**config.mk**
```make
export PLATFORM = sky130hd
export DESIGN_NAME = idt_clk_prog
export DESIGN_NICKNAME = d
export VERILOG_FILES = /design/src/rtl/pano_pkg.sv /design/src/rtl/idt_clk_prog_tick_gen.sv /design/src/rtl/idt_clk_prog.sv
export SDC_FILE = /design/constraint.sdc
export NUM_CORES = 1
export LEC_CHECK = 0
export CORE_ASPECT_RATIO = 1.4
export CORE_MARGIN = 2
export CORE_UTILIZATION = 58
export CTS_BUF_LIST = sky130_fd_sc_hd__clkbuf_4
export DETAILED_ROUTE_END_ITERATION = 8
export PLACE_DENSITY = 0.87
export SKIP_CTS_REPAIR_TIMING = 1
export SLEW_MARGIN = 40
export SYNTH_ARGS = -nofsm -noshare
export SYNTH_HDL_FRONTEND = slang
export SYNTH_SLANG_ARGS = --single-unit
```
**constraint.sdc**
```tcl
create_clock -name osc_clk -period 5.2 [get_ports osc_clk]
set_clock_uncertainty 0.1 [all_clocks]
set_input_delay 1.56 -clock osc_clk [delete_from_list [all_inputs] [get_ports osc_clk]]
set_output_delay 1.56 -clock osc_clk [all_outputs]
set_load 0.005 [all_outputs]
```
**src/rtl/pano_pkg.sv**
```systemverilog
// Shared Pano board definitions: programmer FSM states and the IDT clock
// synthesizer configuration word layout.
package pano_pkg;

    typedef enum logic [1:0] {
        ST_IDLE   = 2'd0,
        ST_SHIFT  = 2'd1,
        ST_STROBE = 2'd2
    } idt_state_e;

    localparam int IDT_R_W    = 7;
    localparam int IDT_V_W    = 9;
    localparam int IDT_S_W    = 3;
    localparam int IDT_F_W    = 2;
    localparam int IDT_TTL_W  = 1;
    localparam int IDT_C_W    = 2;
    localparam int IDT_WORD_W = IDT_C_W + IDT_TTL_W + IDT_F_W + IDT_S_W + IDT_V_W + IDT_R_W;

    function automatic logic [IDT_WORD_W-1:0] idt_pack(
        input logic [IDT_C_W-1:0]   c,
        input logic [IDT_TTL_W-1:0] ttl,
        input logic [IDT_F_W-1:0]   f,
        input logic [IDT_S_W-1:0]   s,
        input logic [IDT_V_W-1:0]   v,
        input logic [IDT_R_W-1:0]   r
    );
        return {c, ttl, f, s, v, r};
    endfunction

endpackage

```
**src/rtl/idt_clk_prog_tick_gen.sv**
```systemverilog
// Clock-enable divider: tick_o pulses once every CLK_DIV enabled cycles;
// clr_i holds the count at zero so the first half-period is always full length.
module tick_gen #(
    parameter int CLK_DIV = 1
) (
    input  logic clk_i,
    input  logic rst_i,
    input  logic clr_i,
    input  logic en_i,
    output logic tick_o
);

    localparam int DW = (CLK_DIV > 1) ? $clog2(CLK_DIV) : 1;
    localparam logic [DW-1:0] CNT_LAST = DW'(CLK_DIV - 1);

    logic [DW-1:0] cnt_q, cnt_d;

    assign tick_o = en_i & ~clr_i & (cnt_q == CNT_LAST);

    // next divider count, wrapping at CLK_DIV-1
    always_comb begin
        cnt_d = cnt_q;
        if (clr_i) begin
            cnt_d = '0;
        end else if (en_i) begin
            if (cnt_q == CNT_LAST) begin
                cnt_d = '0;
            end else begin
                cnt_d = cnt_q + DW'(1);
            end
        end else begin
            cnt_d = cnt_q;
        end
    end

    // divider count register
    always_ff @(posedge clk_i) begin
        if (rst_i) begin
            cnt_q <= '0;
        end else begin
            cnt_q <= cnt_d;
        end
    end

endmodule

```
**src/rtl/idt_clk_prog.sv**
```systemverilog
// Serial programmer for the IDT clock synthesizer: shifts a configuration word
// out on idt_sclk/idt_data, then pulses idt_strobe; start/busy/done handshake.
module idt_clk_prog
    import pano_pkg::*;
#(
    parameter int CFG_WIDTH    = 24,
    parameter int CLK_DIV      = 1,
    parameter int MSB_FIRST    = 1,
    parameter int STROBE_TICKS = 2,
    parameter int AUTO_START   = 1
) (
    input  logic                 osc_clk,
    input  logic                 osc_reset,
    input  logic [CFG_WIDTH-1:0] cfg_data,
    input  logic                 start,
    output logic                 busy,
    output logic                 done,
    output logic                 idt_sclk,
    output logic                 idt_data,
    output logic                 idt_strobe
);

    localparam int BW = (CFG_WIDTH > 1) ? $clog2(CFG_WIDTH) : 1;
    localparam int SW = (STROBE_TICKS > 1) ? $clog2(STROBE_TICKS) : 1;
    localparam logic [BW-1:0] BIT_LAST  = BW'(CFG_WIDTH - 1);
    localparam logic [SW-1:0] STRB_LAST = SW'(STROBE_TICKS - 1);

    idt_state_e           state_q, state_d;
    logic [CFG_WIDTH-1:0] sreg_q, sreg_d;
    logic [BW-1:0]        bit_q, bit_d;
    logic [SW-1:0]        strb_q, strb_d;
    logic                 phase_q, phase_d;
    logic                 pend_q, pend_d;
    logic                 busy_q, busy_d, done_q, done_d;
    logic                 sclk_q, sclk_d, data_q, data_d, strobe_q, strobe_d;
    logic                 tick_s, cur_bit_s;

    tick_gen #(.CLK_DIV(CLK_DIV)) u_tick (
        .clk_i  (osc_clk),
        .rst_i  (osc_reset),
        .clr_i  (state_q == ST_IDLE),
        .en_i   (state_q != ST_IDLE),
        .tick_o (tick_s)
    );

    // FSM next state, datapath updates and next registered outputs
    always_comb begin
        state_d = state_q;
        sreg_d  = sreg_q;
        bit_d   = bit_q;
        strb_d  = strb_q;
        phase_d = phase_q;
        pend_d  = pend_q;
        done_d  = 1'b0;
        case (state_q)
            ST_IDLE: begin
                if (start || pend_q) begin
                    state_d = ST_SHIFT;
                    sreg_d  = cfg_data;
                    bit_d   = '0;
                    strb_d  = '0;
                    phase_d = 1'b0;
                    pend_d  = 1'b0;
                end else begin
                    state_d = ST_IDLE;
                end
            end
            ST_SHIFT: begin
                if (!tick_s) begin
                    state_d = ST_SHIFT;
                end else if (!phase_q) begin
                    phase_d = 1'b1;
                end else begin
                    phase_d = 1'b0;
                    if (bit_q == BIT_LAST) begin
                        state_d = ST_STROBE;
                        strb_d  = '0;
                    end else begin
                        bit_d  = bit_q + BW'(1);
                        sreg_d = (MSB_FIRST != 0) ? (sreg_q << 1) : (sreg_q >> 1);
                    end
                end
            end
            ST_STROBE: begin
                if (!tick_s) begin
                    state_d = ST_STROBE;
                end else if (strb_q == STRB_LAST) begin
                    state_d = ST_IDLE;
                    done_d  = 1'b1;
                end else begin
                    strb_d = strb_q + SW'(1);
                end
            end
            default: begin
                state_d = ST_IDLE;
            end
        endcase

        if (MSB_FIRST != 0) begin
            cur_bit_s = sreg_d[CFG_WIDTH-1];
        end else begin
            cur_bit_s = sreg_d[0];
        end
        // outputs are registered from the next state so they align with it
        busy_d   = (state_d != ST_IDLE);
        sclk_d   = (state_d == ST_SHIFT) & phase_d;
        data_d   = (state_d == ST_SHIFT) & cur_bit_s;
        strobe_d = (state_d == ST_STROBE);
    end

    // state, datapath and output registers; reset abandons any transfer
    always_ff @(posedge osc_clk) begin
        if (osc_reset) begin
            state_q  <= ST_IDLE;
            sreg_q   <= '0;
            bit_q    <= '0;
            strb_q   <= '0;
            phase_q  <= 1'b0;
            pend_q   <= (AUTO_START != 0);
            busy_q   <= 1'b0;
            done_q   <= 1'b0;
            sclk_q   <= 1'b0;
            data_q   <= 1'b0;
            strobe_q <= 1'b0;
        end else begin
            state_q  <= state_d;
            sreg_q   <= sreg_d;
            bit_q    <= bit_d;
            strb_q   <= strb_d;
            phase_q  <= phase_d;
            pend_q   <= pend_d;
            busy_q   <= busy_d;
            done_q   <= done_d;
            sclk_q   <= sclk_d;
            data_q   <= data_d;
            strobe_q <= strobe_d;
        end
    end

    assign busy       = busy_q;
    assign done       = done_q;
    assign idt_sclk   = sclk_q;
    assign idt_data   = data_q;
    assign idt_strobe = strobe_q;

endmodule
```
# ---- Word level (Yosys, flattened, before mapping)
# Cells that the tools add are included.
dict set report op_classes {
  muxes 30
  addsub 3
  n_eq_ne 11
  reduce_logical 11
  bitwise 8
}
# operator n
set op_table {}
lappend op_table {{2-to-1 mux 24 bit} 4}
lappend op_table {{one-hot mux 24 bit (2 select lines)} 1}
lappend op_table {{2-to-1 mux 5 bit} 4}
lappend op_table {{2-to-1 mux 1 bit} 12}
lappend op_table {{!= test 2 bit, second input constant} 6}
lappend op_table {{2-to-1 mux 2 bit} 5}
lappend op_table {{one-hot mux 5 bit (2 select lines)} 1}
lappend op_table {{one-hot mux 2 bit (3 select lines)} 1}
lappend op_table {{AND reduction 6 bit} 1}
lappend op_table {{nonzero test 2 bit} 3}
lappend op_table {{adder 5 x 1 -> 5 bit, second input constant} 1}
lappend op_table {{equality test 5 bit, second input constant} 1}
lappend op_table {{AND reduction 5 bit} 1}
lappend op_table {{AND 1 bit} 4}
lappend op_table {{equality test 2 x 1 -> 1 bit, second input constant} 2}
lappend op_table {{equality test 2 bit, second input constant} 2}
lappend op_table {{NOT 1 bit} 4}
lappend op_table {{one-hot mux 1 bit (3 select lines)} 1}
lappend op_table {{nonzero test 3 bit} 1}
lappend op_table {{OR reduction 3 bit} 1}
lappend op_table {{adder 1 bit, second input constant} 2}
lappend op_table {{logical NOT 2 bit} 1}
lappend op_table {{one-hot mux 1 bit (2 select lines)} 1}
lappend op_table {{AND reduction 2 bit} 1}
lappend op_table {{other kinds (2)} 2}
dict set report word_totals {
  output_inout_bits 5
  ff_bits 40
  inputBits 27
  wordCells 76
}

# ---- Logic depth before layout (Yosys ltp)
# Gate-level depths: netlist of the first run.
dict set report depth {
  ltp_word 8
  mapped_depth 9
  ltp_nobuf 6
}

# ---- Cells and area by module
# From an unflattened synthesis of the first run, not the netlist that was laid out.
dict set report hier_totals {
  hier_cells 180
  area_unflattened_um2 1594.0
}
# module seq_area_each_um2 area_per_inst_um2 n_inst cells_per_inst
set modules_own_cells {}
lappend modules_own_cells {idt_clk_prog 780.7 1580.3 1 179}
lappend modules_own_cells {tick_gen 0.0 13.8 1 1}

# ---- Worst setup path after synthesis of the first run
# No wires, ideal clock.
dict set report synth_timing {
  path_kind {input to register}
  from {input start}
  to {register sreg_q[10]}
  setup_time_ns 0.117
  arrival_time_ns 2.576
  path_stages 5
  required_ns 4.983
  slack_ns 2.407
  path_buffers 1
  path_cell_list {or2_1 -> a221oi_2 -> nor3_2 -> buf_2 -> a22o_1}
}
dict set report synth_via {
  elab_chain_len 3
}
# element line
set synth_lines {}
lappend synth_lines {{from (decl)} idt_clk_prog.sv:15} ;# input logic start,
lappend synth_lines {{logical OR 1 bit} idt_clk_prog.sv:57} ;# if (start || pend_q) begin
lappend synth_lines {{!= test 2 bit (no line)} -}
lappend synth_lines {{AND reduction 5 bit (no line)} -}
lappend synth_lines {{to (signal assigned)} idt_clk_prog.sv:127} ;# sreg_q <= sreg_d;
lappend synth_lines {{to (decl)} idt_clk_prog.sv:29} ;# logic [CFG_WIDTH-1:0] sreg_q, sreg_d;
# Every way passes these cells.
# A chain may end at the register's enable or synchronous reset.

# ---- Worst setup path after layout of the first run
dict set report layout_timing {
  from {input start}
  to {register sreg_q[0]}
}
# The elaborated chain is that of the path after synthesis.

==> metrics.txt, run 1 <==
status=completed; share of layout cells above drive strength 1=0.0863; Max IR drop VDD=0.000209 V; clk sinks=39; IO buf count=31; die area=3540 sq um; Area contributors post-synth=dfxtp_1 44%, a22o_1 22%, a21oi_1 2.5%, buf_6 2.5%, ha_1 2.1%; YS warnings=0; dpl cells=227; Critical Path AT=3.25 ns; fin crit share=0.598; fin. max-slew vios=0; CTS tree=built; final setup margin=2.09 ns; Fillers=222; vias post-DR=1,440; Post-Syn Area per Cell=10.3 sq um; drt drc=0; Via density=6.15; grt ovf=0; CP startpoint kind=input port; Synth cell types=44; most frequent cells in the layout=44 x a22o_1, 39 x dfxtp_1, 31 x clkdlybuf4s50_1; first-pass GRT wire length=6360 um; crit end category=flop; setup TNS=0 ns; post-route insts no fill=234; critical path class=in -> reg; WP data required=5.34 ns; Clock Path Buffers=2; number of flops mapped to enable cells by yosys=0; crit-path max FO=23; core area=2910 sq um; DRT antenna net count=0; DR pass1 iterations=4; main flop type after synthesis=dfxtp_1; Root Buffer=clkbuf_4; Leakage=0.821 nW; post-DP HPWL=2540 um; Final Hold Fails=0; Ports=32; Total Wirelength=3760 um; area of the multi-input gates=868 sq um; Post-Layout Inst Area=2070 sq um; initial drt markers=47; CTS clock-pin slew for the worst setup and hold paths=0.10 ns; Initial Util=0.613; vias in the first global route=1,471; worst-skew pair later-pin latency=0.34 ns; area leader, netlist=dfxtp_1; Placed Area=2030 sq um; final worst path period need=3.11 ns; CTS H-tree depth=2; overall routing resource usage=0.238; WHS=0.389 ns; maxcap violations=0; nets@finish=227; Mapped Nets=203; Slew @ Worst Pin=0.606 ns; Mapped Area=1780 sq um; Rows=23; pre-CTS setup slack=1.58 ns; Num CTS Buffers=5; FFs w/ async S/R, synth=0; PwrDens=282 nW/um^2; largest net degree at the start of global routing=26; f_max=321 MHz; P&R area growth vs syn=16.4%; sequential cell area=781 sq um; overall power=585 uW; top cell type's share of synthesized area=0.438; die span in x=50.8 um; unrepaired setup endpoints after global routing=false; Die H=69.6 um; Seq cells post-synth=39; Mapped Cells=173; drt wl/cell=16.1 um; Final Util=0.713; initial antenna violation count=0; gpl congestion=0.939; endpoints failing setup=0; most common cell after layout, fill and taps aside=a22o_1; antenna fix cells=0; sequential area share after synthesis=0.438; HP Class=reg -> reg; slew margin rel.=0.595
==> critical path, stage by stage <==
cell,delay [ns]
clkdlybuf4s50_1,0.45
or2_1,0.27
a221oi_2,0.42
nor3_2,0.06
buf_4,0.23
a32o_1,0.27
==> final cells by class <==
class	count	share of cell area
well taps	37	0.0223
clock buffers	5	0.0181
repair buffers	32	0.153
multi-input cells	116	0.419
clock inverters	2	0.00422
flip-flops and latches	39	0.377
inverters	3	0.00664
==> Yosys cell counts (all sizes together), types with 2 or more instances <==
cell / count
a311oi: 2
and2: 2
nor2: 7
nand2b: 2
and3: 5
nand4b: 2
or2: 2
buf: 13
nor3: 3
a31oi: 2
a22o: 44
nand2: 4
o21ba: 2
ha: 3
o21bai: 2
nor2b: 4
clkbuf: 2
a21oi: 9
inv: 3
dfxtp: 39
o21ai: 6
==> metal layers <==
metal	wire length [um]	up-vias	track usage
met5	0	-	0
met4	94	0	0.141
met3	147	9	0.0625
met2	1870	36	0.386
met1	1640	685	0.275
li1	-	710	-
==> registers in the layout, summed over array words and instances, names as in the netlist <==
name / cells
busy: 1
idt_strobe: 1
phase_q: 1
idt_data: 1
strb_q: 1
sreg_q: 24
bit_q: 5
pend_q: 1
done: 1
state_q: 2
idt_sclk: 1
==> power by group <==
group / leakage [nW] / internal (mW) / switching [mW]
registers: 0.317 / 0.316 / 0.0125
logic: 0.475 / 0.0580 / 0.0569
clock network: 0.0285 / 0.0479 / 0.0933
total: 0.821 / 0.422 / 0.163
==> final timing paths <==
kind / from / to / slack (ns) / cells past startpoint
worst max-delay path: start / sreg_q[0] / 2.09 / 6
worst min-delay path: sreg_q[0] / sreg_q[0] / 0.39 / 1
worst max register to register: state_q[0] / sreg_q[0] / 2.37 / 7
worst min register to register: sreg_q[0] / sreg_q[0] / 0.39 / 1
==> kinds of logic after synthesis <==
logic type      after synthesis  share of synthesized area
compound gates               74                      0.331
buf+inv                      18                     0.0751
simple gates                 39                      0.134
fa+ha+maj                     3                     0.0211
flops                        39                      0.438
Power figures use the tool's default switching activity.
==> run 2, diff against run 1 <==
--- a/config.mk
+++ b/config.mk
@@ -7,10 +7,10 @@
 export LEC_CHECK = 0
 export CORE_ASPECT_RATIO = 1.4
 export CORE_MARGIN = 2
-export CORE_UTILIZATION = 58
+export CORE_UTILIZATION = 49
 export CTS_BUF_LIST = sky130_fd_sc_hd__clkbuf_4
 export DETAILED_ROUTE_END_ITERATION = 8
-export PLACE_DENSITY = 0.87
+export PLACE_DENSITY = 0.78
 export SKIP_CTS_REPAIR_TIMING = 1
 export SLEW_MARGIN = 40
 export SYNTH_ARGS = -nofsm -noshare
==> constraint.sdc (replaced) <==
create_clock -name osc_clk -period 2.85 [get_ports osc_clk]
set_clock_uncertainty 0.1 [all_clocks]
set_input_delay 0.855 -clock osc_clk [delete_from_list [all_inputs] [get_ports osc_clk]]
set_output_delay 0.855 -clock osc_clk [all_outputs]
set_load 0.005 [all_outputs]
==> metrics.txt, run 2 (synthesis gave the netlist of run 1 again) <==
status=completed; HP Class=reg -> reg; f_max=399 MHz; maxcap violations=0 (unchanged); dpl cells=235 (+3.5%); largest net degree at the start of global routing=26 (unchanged); Fillers=294 (+32%); Max IR drop VDD=0.000531 V (+150%); drt drc=0 (unchanged); area of the multi-input gates=867 sq um (-0.14%); CP startpoint kind=flop; largest stage delay on the critical path=0.44 ns (about the same); clk sinks=39 (unchanged); initial antenna violation count=0 (unchanged); vias in the first global route=1,524 (+3.6%); worst-skew pair later-pin latency=0.35 ns (about the same); CTS clock-pin slew for the worst setup and hold paths=0.12 ns (+0.02 ns); Rows=25 (+8.7%); setup TNS=0 ns (unchanged); share of layout cells above drive strength 1=0.108 (+0.0221); drt wl/cell=16.4 um (+2.3%); Root Buffer=clkbuf_4; first-pass GRT wire length=6370 um (+0.11%); IO buf count=31 (unchanged); PwrDens=550 nW/um^2 (+95%); Via density=6.16 (+0.17%); crit end category=flop; Worst path slowest cell=ha_1; crit-path cells=or2_2 > ha_1 > and3_1 > a221oi_2 > and2b_4 > a22o_1; Critical Path AT=2.70 ns (-0.55 ns); core area=3440 sq um (+18%); slew margin rel.=0.766 (+0.171); most common cell after layout, fill and taps aside=a22o_1; post-DP HPWL=2710 um (+6.5%); Regs by FF count=sreg_q: 24 flops, bit_q: 5 flops, state_q: 2 flops; Largest Register=sreg_q; grt ovf=0 (unchanged); sequential cell area=781 sq um (unchanged); Total Wirelength=3990 um (+6.2%); initial drt markers=63 (+34%); Placed Area=2070 sq um (+2.0%); nets@finish=232 (+2.2%); fin. max-slew vios=0 (unchanged); Final Util=0.623 (-0.0904); final worst path period need=2.50 ns; Num CTS Buffers=5 (unchanged); most frequent cells in the layout=44 x a22o_1, 39 x dfxtp_1, 31 x clkdlybuf4s50_1; die area=4140 sq um (+17%); Clock Path Buffers=2 (unchanged); overall routing resource usage=0.215 (-0.0225); unrepaired setup endpoints after global routing=false; DRT antenna net count=0 (unchanged); fin crit share=0.879; WP data required=3.04 ns (-2.30 ns); Ports=32 (unchanged); gpl congestion=0.863 (-8.1%); CTS H-tree depth=2 (unchanged); antenna fix cells=0 (unchanged); Final Hold Fails=0 (unchanged); Post-Layout Inst Area=2140 sq um (+3.4%); crit-path max FO=23 (unchanged); P&R area growth vs syn=20.3%; post-route insts no fill=243 (+3.8%); vias post-DR=1,498 (+4.0%); critical path class=reg -> reg; die span in x=55.0 um (+8.1%); Initial Util=0.518 (-0.0952); Slew @ Worst Pin=0.352 ns (-0.254 ns); endpoints failing setup=0 (unchanged); max reg flops=24 (unchanged); DR pass1 iterations=4 (unchanged); overall power=1.18 mW (+100%); CTS tree=built; Leakage=0.859 nW (+4.7%); Die H=75.4 um (+8.3%)
==> run 2: cell count changes in the layout (fill, tap and decap cells not counted), sizes merged <==
cell	previous run	this run
buf	1	6
bufinv	0	1
==> run 2: path summary, 6_finish.rpt <==
check              from          to  slack, ns  depth (start not counted)
max reg2reg  state_q[1]  sreg_q[18]       0.35                          6
max          state_q[1]  sreg_q[18]       0.35                          6
min reg2reg   sreg_q[0]   sreg_q[0]       0.39                          1
min           sreg_q[0]   sreg_q[0]       0.39                          1
==> run 2: cell type report <==
cell class / count / area share
multi-input cells: 116 / 0.405
flip-flops and latches: 39 / 0.364
repair buffers: 37 / 0.166
well taps: 40 / 0.0234
clock inverters: 3 / 0.0181
clock buffers: 5 / 0.0175
inverters: 3 / 0.00642
==> run 2: report_power, final <==
part	internal [mW]	switching, mW
sequential	0.577	0.0194
combinational	0.112	0.110
clock	0.180	0.180
==> run 2: metal layers <==
metal,vias to the layer above,track usage,share of wire
met5,-,0,0
met4,0,0.125,0.021
met3,9,0.0667,0.052
met2,34,0.376,0.52
met1,731,0.220,0.41
li1,724,-,-
==> run 2: through the flow <==
stage               hold WS, ns  setup slack (ns)
global route              0.409             0.249
floorplan                 0.342             0.616
finish                    0.389             0.346
CTS                       0.391             0.351
global placement          0.354             0.170
detailed placement        0.363             0.128
==> run 2: critical path: cells and delay by family, from the launching register on <==
kind                       cells  cell delay [ns]
and+or+nand+nor                3             0.97
AOI/OAI and AO/OA              2             0.60
adders and majority gates      1             0.44
DFF                            1             0.33
